<file path="config.mk">
export PLATFORM = sky130hd
export DESIGN_NAME = serial_subtractor
export DESIGN_NICKNAME = d
export VERILOG_FILES = /design/src/rtl/serial_subtractor.sv
export SDC_FILE = /design/constraint.sdc
export NUM_CORES = 1
export LEC_CHECK = 0
export BUFFER_PORTS_ARGS = -buffer_cell sky130_fd_sc_hd__buf_2
export CORE_MARGIN = 4
export CORE_UTILIZATION = 46
export DETAILED_ROUTE_END_ITERATION = 10
export PLACE_DENSITY = 0.65
export SETUP_SLACK_MARGIN = 0.15
export SYNTH_ARGS = -nofsm -noshare
export SYNTH_HDL_FRONTEND = slang
export SYNTH_SLANG_ARGS = --single-unit
</file>
<file path="constraint.sdc">
create_clock -name clk -period 1.9 [get_ports clk]
set_input_delay 0.095 -clock clk [delete_from_list [all_inputs] [get_ports clk]]
set_output_delay 0.095 -clock clk [all_outputs]
set_load 0.01 [all_outputs]
</file>
<file path="src/rtl/serial_subtractor.sv">
// Bit-serial ripple-borrow subtractor: diff = a - b - bin, one bit per clock, LSB first.
// Optional signed-overflow output ovf when SERIAL_SUB_OVF_EN is defined.
module serial_subtractor #(
    parameter int unsigned WIDTH = 4
) (
    input  logic             clk,
    input  logic             reset,
    input  logic             start,
    input  logic [WIDTH-1:0] a,
    input  logic [WIDTH-1:0] b,
    input  logic             bin,
    output logic             busy,
    output logic             done,
    output logic [WIDTH-1:0] diff,
    output logic             bout
`ifdef SERIAL_SUB_OVF_EN
    ,
    output logic             ovf
`endif
);

    localparam int unsigned CW = (WIDTH > 1) ? $clog2(WIDTH) : 1;

    typedef enum logic [1:0] {
        S_IDLE = 2'd0,
        S_RUN  = 2'd1,
        S_DONE = 2'd2
    } state_t;

    state_t           state;
    state_t           state_nxt;
    logic [WIDTH-1:0] sa;
    logic [WIDTH-1:0] sb;
    logic [WIDTH-1:0] sr;
    logic             br;
    logic [CW-1:0]    cnt;

    logic             load_c;
    logic             step_c;
    logic             finish_c;
    logic             d_c;
    logic             borrow_c;

`ifdef SERIAL_SUB_OVF_EN
    logic             a_msb;
    logic             b_msb;
`endif

    // Full-subtractor cell shared across all bit positions
    always_comb begin
        d_c      = sa[0] ^ sb[0] ^ br;
        borrow_c = (~sa[0] & sb[0]) | (~(sa[0] ^ sb[0]) & br);
    end

    // State register
    always_ff @(posedge clk or posedge reset) begin
        if (reset) begin
            state <= S_IDLE;
        end else begin
            state <= state_nxt;
        end
    end

    // Next-state and datapath control
    always_comb begin
        state_nxt = state;
        load_c    = 1'b0;
        step_c    = 1'b0;
        finish_c  = 1'b0;
        case (state)
            S_IDLE: begin
                if (start) begin
                    state_nxt = S_RUN;
                    load_c    = 1'b1;
                end
            end
            S_RUN: begin
                step_c = 1'b1;
                if (cnt == CW'(WIDTH - 1)) begin
                    state_nxt = S_DONE;
                    finish_c  = 1'b1;
                end
            end
            S_DONE: begin
                if (start) begin
                    state_nxt = S_RUN;
                    load_c    = 1'b1;
                end else begin
                    state_nxt = S_IDLE;
                end
            end
            default: state_nxt = S_IDLE;
        endcase
    end

    // Operand shifters, borrow flop, result register and registered outputs
    always_ff @(posedge clk or posedge reset) begin
        if (reset) begin
            sa   <= '0;
            sb   <= '0;
            sr   <= '0;
            br   <= 1'b0;
            cnt  <= '0;
            busy <= 1'b0;
            done <= 1'b0;
            diff <= '0;
            bout <= 1'b0;
`ifdef SERIAL_SUB_OVF_EN
            a_msb <= 1'b0;
            b_msb <= 1'b0;
            ovf   <= 1'b0;
`endif
        end else begin
            busy <= (state_nxt == S_RUN);
            done <= (state_nxt == S_DONE);
            if (load_c) begin
                sa  <= a;
                sb  <= b;
                br  <= bin;
                cnt <= '0;
`ifdef SERIAL_SUB_OVF_EN
                a_msb <= a[WIDTH-1];
                b_msb <= b[WIDTH-1];
`endif
            end else if (step_c) begin
                sa  <= sa >> 1;
                sb  <= sb >> 1;
                br  <= borrow_c;
                sr  <= {d_c, sr[WIDTH-1:1]};
                cnt <= cnt + CW'(1);
                if (finish_c) begin
                    diff <= {d_c, sr[WIDTH-1:1]};
                    bout <= borrow_c;
`ifdef SERIAL_SUB_OVF_EN
                    // Final d_c is the result MSB
                    ovf  <= (a_msb != b_msb) && (d_c != a_msb);
`endif
                end
            end
        end
    end

endmodule

</file>
==> results of run 1 <==
## power groups by stage
stage	logic, µW	clock network [µW]	registers [µW]
2_1_floorplan	606	0	868
3_3_place_gp	722	0	873
3_5_place_dp	734	0	886
4_1_cts	741	231	874
5_1_grt	842	246	905
6_report	729	219	873
## critical path, delay by kind of cell (launching register included)
kind / cells / cell delay (ps)
simple gates: 1 / 310
fa+ha+maj: 1 / 210
mux: 1 / 380
flops: 1 / 420
## logic make-up after synthesis
logic type	Yosys count	synth area share, %
flip-flops	23	59.1
multiplexers	8	9.13
adder cells (fa/ha/maj)	2	3.34
buffers and inverters	14	7.84
AND/OR/NAND/NOR	11	7.07
AO/OA/AOI/OAI	22	13.5
## synthesized netlist by cell type
cell and count:
a211oi_1 1, nand2b_4 1, mux2_2 7, dfrtp_1 23
a22o_1 3, nand3_1 1, nand2_1 3, ha_1 1
nor2_1 1, nand2b_1 1, a21oi_1 7, buf_2 1
o22ai_1 6, buf_6 3, mux2i_1 1, fa_1 1
and2_4 1, nor2b_1 2, o21ai_0 5, inv_1 10
nand3b_1 1
## state kept, by name (all words and copies together) (netlist names)
name	cells
br	1
sa	4
done	1
bout	1
busy	1
state	2
sr	3
sb	4
diff	4
cnt	2
## metal layers
metal | routed length (µm) | part of all wire [%] | track usage (%)
met4 | 6 | 0.37 | 7.47
met3 | 77 | 4.8 | 2.49
met2 | 768 | 47 | 21.6
met1 | 764 | 47 | 16.9
met5 | 0 | 0 | 0
## metrics by stage
| stage | cells | instance area [µm²] | hold WS [ps] | setup slack [ps] | util [%] |
|---|---|---|---|---|---|
| 2_1_floorplan | 80 | 973 | 96.9 | 625 | - |
| 3_3_place_gp | 122 | 1070 | 145 | 505 | 53.8 |
| 3_5_place_dp | 122 | 1070 | 148 | 513 | 53.8 |
| 4_1_cts | 128 | 1110 | 5.39 | 486 | 56.1 |
| 5_1_grt | 128 | 1110 | 12.9 | 412 | 56.1 |
| 6_report | 128 | 1110 | 8.52 | 469 | 56.1 |
## how the worst min path moves through the flow
stage | slack (ps) | cells past startpoint | from | endpoint
floorplan | 100 | 1 | reset | bout$_DFFE_PP0P_
global placement | 150 | 3 | reset | diff[2]$_DFFE_PP0P_
detailed placement | 150 | 3 | reset | done$_DFF_PP0_
CTS | 5 | 2 | b[3] | sb[3]$_DFFE_PP0P_
global route | 10 | 2 | b[3] | sb[3]$_DFFE_PP0P_
finish | 9 | 2 | b[3] | sb[3]$_DFFE_PP0P_
## area by class of cell
type	count	area share, %
Timing Repair Buffer	21	10.6
Inverter	10	3.37
Tap cell	27	3.04
Clock buffer	4	2.36
Sequential cell	23	51.7
Multi-Input combinational cell	43	28.9
==> results_dict.tcl, run 1 <==
set metrics [dict create \
    ios 19 \
    route.detailed.drc 0 \
    power.total_uw 1820 \
    p_clk_share_pct 12.0 \
    clock-sinks 23 \
    postCtsHoldBufs 2 \
    overflow 0 \
    r2r_end "diff[2]$_DFFE_PP0P_" \
    path_max_fanout 8 \
    die_h_um 54 \
    sw_frac_of_total_pct 35.8 \
    slowest_delay_ps 420 \
    cp-start-kind "flop" \
    grt_start_max_net_pins 24 \
    finalWeightedCongestion 0.792 \
    insertion_delay_ps 300 \
    htreeDepth 1 \
    setup_viol 0 \
    ir_drop_mv 0.959 \
    via_count 643 \
    internal_power_uw 1170 \
    p_sw_uw 652 \
    reg2reg_slack_ps 470 \
    cp-end-kind "flop" \
    critPathArrivalTime_ps 1630 \
    r2r_cells 3 \
    grt_pass1_wl_um 2750 \
    ys_seq_elements 23 \
    cts_buffers 3 \
    slowest_stage "dfrtp_1" \
    yosys_warnings 0 \
    nFillCells 169 \
    ys_seq_area_share_pct 59.1 \
    multi_input_area_um2 322 \
    worstPathCellList "ha_1, nand3b_1, mux2_2" \
    fp.dieW_um 54 \
    crit_end "diff[2]$_DFFE_PP0P_" \
    area_delta_synth_final_pct 14.3 \
    syn_area_um2 973 \
    synth_top_area_share_pct 59.1 \
    avgViaCountPerCell 5.02 \
    finalWirelength_um 1620 \
    tns_ps 0 \
    fin_crit_sh_pct 75.3 \
    cts_resized 0 \
    cts_tree "done" \
    yosysUniqueCellTypes 21 \
    p_seq_share_pct 47.9 \
    mostFrequentLayoutCell "dfrtp_1" \
    cp-startpoint "cnt[0]$_DFFE_PP0P_" \
    place.detailed.hpwl_um 1200 \
    required_ps 2100 \
    track_usage_pct 13.4 \
    avgSynthCellArea_um2 12.2 \
    routedWlPerCell_um 12.6 \
    port_buffers 18 \
    final_cell_mix "dfrtp_1 (23), buf_2 (18), inv_1 (10)" \
    tightest_slew_ps 480 \
    drive_above_1_share_pct 30.7 \
    run_status "complete, no violations" \
    ant_nets 0 \
    worst_hold_path_type "in2reg" \
    cts-root-buf "clkbuf_4" \
    clock_path_buffers 2 \
    antenna_found_initial 0 \
    num_rows 16 \
    max_freq_ghz 0.699 \
    drv_cap 0 \
    synth_area_leader_cell "dfrtp_1" \
    drt_first_pass_iters 4 \
    finalNetCount 116 \
    fin_worst_skew_ps 7.09 \
    powerDensity_nw_per_um2 1640 \
    regArea_um2 576 \
    hold_violations 0 \
    synth.area.top_cells "dfrtp_1 (59%), mux2_2 (8.1%), inv_1 (3.9%)" \
    power.leakage_uw 0.000560 \
    drt_iter0_markers 5 \
    core_um2 1980 \
    grt_pass1_vias 662 \
    antenna_cells 0 \
    slew_viol_final 0 \
    dieArea_um2 2920 \
    clkTransAtPathRegs_ps 120 \
    rsz0062_at_grt "no" \
    synth_nets 94 \
    post_cts_buffers 0 \
    synthCells 80 \
    r2r_start "cnt[0]$_DFFE_PP0P_" \
    comb_power_share_pct 40.0 \
    slew_headroom_pct 68.0 \
    finalCriticalPeriod_ps 1430 \
    start_util_pct 49.1 \
    critPathKind "reg2reg" \
]
No activity file was read; power rests on OpenSTA's default activity.
==> run 2: changes to the inputs <==
Clock period 1.9 ns to 1.4 ns, I/O delays scaled along.
==> run 2 against run 1 <==
Compared with the run above: clock skew shrank 4.9 ps; hold slack gained 25 ps; fmax grew 14%; cell area grew 7.5%; critical endpoint is now bout$_DFFE_PP0P_; die area is the same; first-iteration DRC count is the same; register-to-register slack lost 330 ps; sequential share of layout area shrank 3.6 points; clock-buffer cell count is the same; cell count grew 6.3%.
==> results_dict.tcl, run 2 (synthesis results as in run 1) <==
set metrics [dict create \
    run_status "complete, no violations" \
    antenna_found_initial 0 \
    hold_violations 0 \
    r2r_end "bout$_DFFE_PP0P_" \
    ir_drop_mv 1.13 \
    power.leakage_uw 0.000609 \
    num_rows 16 \
    drv_cap 0 \
    cp-end-kind "flop" \
    track_usage_pct 14.0 \
    fp.dieW_um 54 \
    via_count 675 \
    ios 19 \
    route.detailed.drc 0 \
    die_h_um 54 \
    r2r_cells 4 \
    multi_input_area_um2 339 \
    setup_viol 0 \
    start_util_pct 49.1 \
    max_freq_ghz 0.794 \
    p_clk_share_pct 11.1 \
    cts_tree "done" \
    drt_iter0_markers 5 \
    post-place-ws_ps 55.7 \
    internal_power_uw 1740 \
    p_seq_share_pct 44.1 \
    critPathArrivalTime_ps 1460 \
    cts-root-buf "clkbuf_4" \
    finalWeightedCongestion 0.735 \
    r2r_start "cnt[1]$_DFFE_PP0P_" \
    cp-startpoint "cnt[1]$_DFFE_PP0P_" \
    avgViaCountPerCell 4.96 \
    p_sw_uw 931 \
    clock_path_buffers 2 \
    drt_first_pass_iters 4 \
    antenna_cells 0 \
    grt_start_max_net_pins 24 \
    ant_nets 0 \
    insertion_delay_ps 300 \
    place_area_um2 1090 \
    setup_ws_ps 140 \
    fin_worst_skew_ps 2.17 \
    slew_headroom_pct 80.9 \
    port_buffers 18 \
    finalNetCount 124 \
    comb_power_share_pct 44.7 \
    dieArea_um2 2920 \
    clock-sinks 23 \
    clkTransAtPathRegs_ps 120 \
    sw_frac_of_total_pct 34.9 \
    reg_top3 "diff x4, sa x4, sb x4" \
    final_cell_mix "dfrtp_1 (23), buf_2 (18), inv_1 (10)" \
    crit_end "bout$_DFFE_PP0P_" \
    finalCriticalPeriod_ps 1260 \
    mostFrequentLayoutCell "dfrtp_1" \
    fin_crit_sh_pct 90.0 \
    grt_pass1_vias 680 \
    area_delta_synth_final_pct 22.9 \
    required_ps 1600 \
    regArea_um2 576 \
    htreeDepth 1 \
    routedWlPerCell_um 12.7 \
    drive_above_1_share_pct 36.7 \
    place.detailed.hpwl_um 1270 \
    path_max_fanout 6 \
    critPathKind "reg2reg" \
    reg2reg_slack_ps 140 \
    tns_ps 0 \
    nFillCells 160 \
    worst_hold_path_type "in2reg" \
    powerDensity_nw_per_um2 2230 \
    holdWs_ps 33.1 \
    rsz0062_at_grt "yes" \
    finalWirelength_um 1730 \
    grt_pass1_wl_um 2860 \
    tightest_slew_ps 287 \
    cts_buffers 3 \
    core_um2 1980 \
    cp-start-kind "flop" \
    slew_viol_final 0 \
    overflow 0 \
    power.total_uw 2670 \
    final_cell_area_um2 1200 \
]
[run 2: critical path, cell delays in order (launching register included)]
cell      delay (ps)
dfrtp_1          410
ha_2             190
nand3b_1         100
buf_6            130
mux2_2           330
[run 2: final cells by class]
type / instances / area share (%)
Tap cell: 27 / 2.82
Sequential cell: 23 / 48.1
Inverter: 10 / 3.14
Timing Repair Buffer: 29 / 15.4
Clock buffer: 4 / 2.20
Multi-Input combinational cell: 43 / 28.3
[run 2: stage by stage]
step / util, % / instances
after floorplan: - / 80
after global placement: 54.9 / 125
after detailed placement: 54.9 / 125
after CTS: 59.7 / 135
after global routing: 60.4 / 136
final: 60.4 / 136
[run 2: worst min path at each step]
stage | start | to | slack, ps | cells past startpoint
6_report | b[2] | sb[2]$_DFFE_PP0P_ | 30 | 3
4_1_cts | a[2] | sa[2]$_DFFE_PP0P_ | 30 | 3
3_5_place_dp | reset | done$_DFF_PP0_ | 140 | 3
2_1_floorplan | reset | bout$_DFFE_PP0P_ | 70 | 1
5_1_grt | b[1] | sb[1]$_DFFE_PP0P_ | 30 | 3
3_3_place_gp | reset | done$_DFF_PP0_ | 120 | 3
[run 2: metal layers]
layer	global-route usage [%]	vias to the layer above	share of wire (%)
met3	2.49	5	4.6
met2	23.2	15	50
met1	17.3	323	43
met4	7.47	0	2.0
li1	-	332	-
met5	0	-	0
[run 2: power by group through the flow]
| stage | registers [µW] | logic [µW] | clock network (µW) |
|---|---|---|---|
| floorplan | 1180 | 822 | 0 |
| global placement | 1170 | 1050 | 0 |
| detailed placement | 1190 | 1090 | 0 |
| CTS | 1170 | 1200 | 308 |
| global route | 1220 | 1350 | 344 |
| finish | 1180 | 1190 | 297 |
[run 2: repair_timing]
action / 4_1_cts / 5_1_grt
pin swaps: 0 / 1
endpoints found under the setup margin: 14 / 11
hold buffers: 3 / 0
buffers inserted: 3 / 1
resized for setup: 5 / 1
hold endpoints to repair: 25 / 0
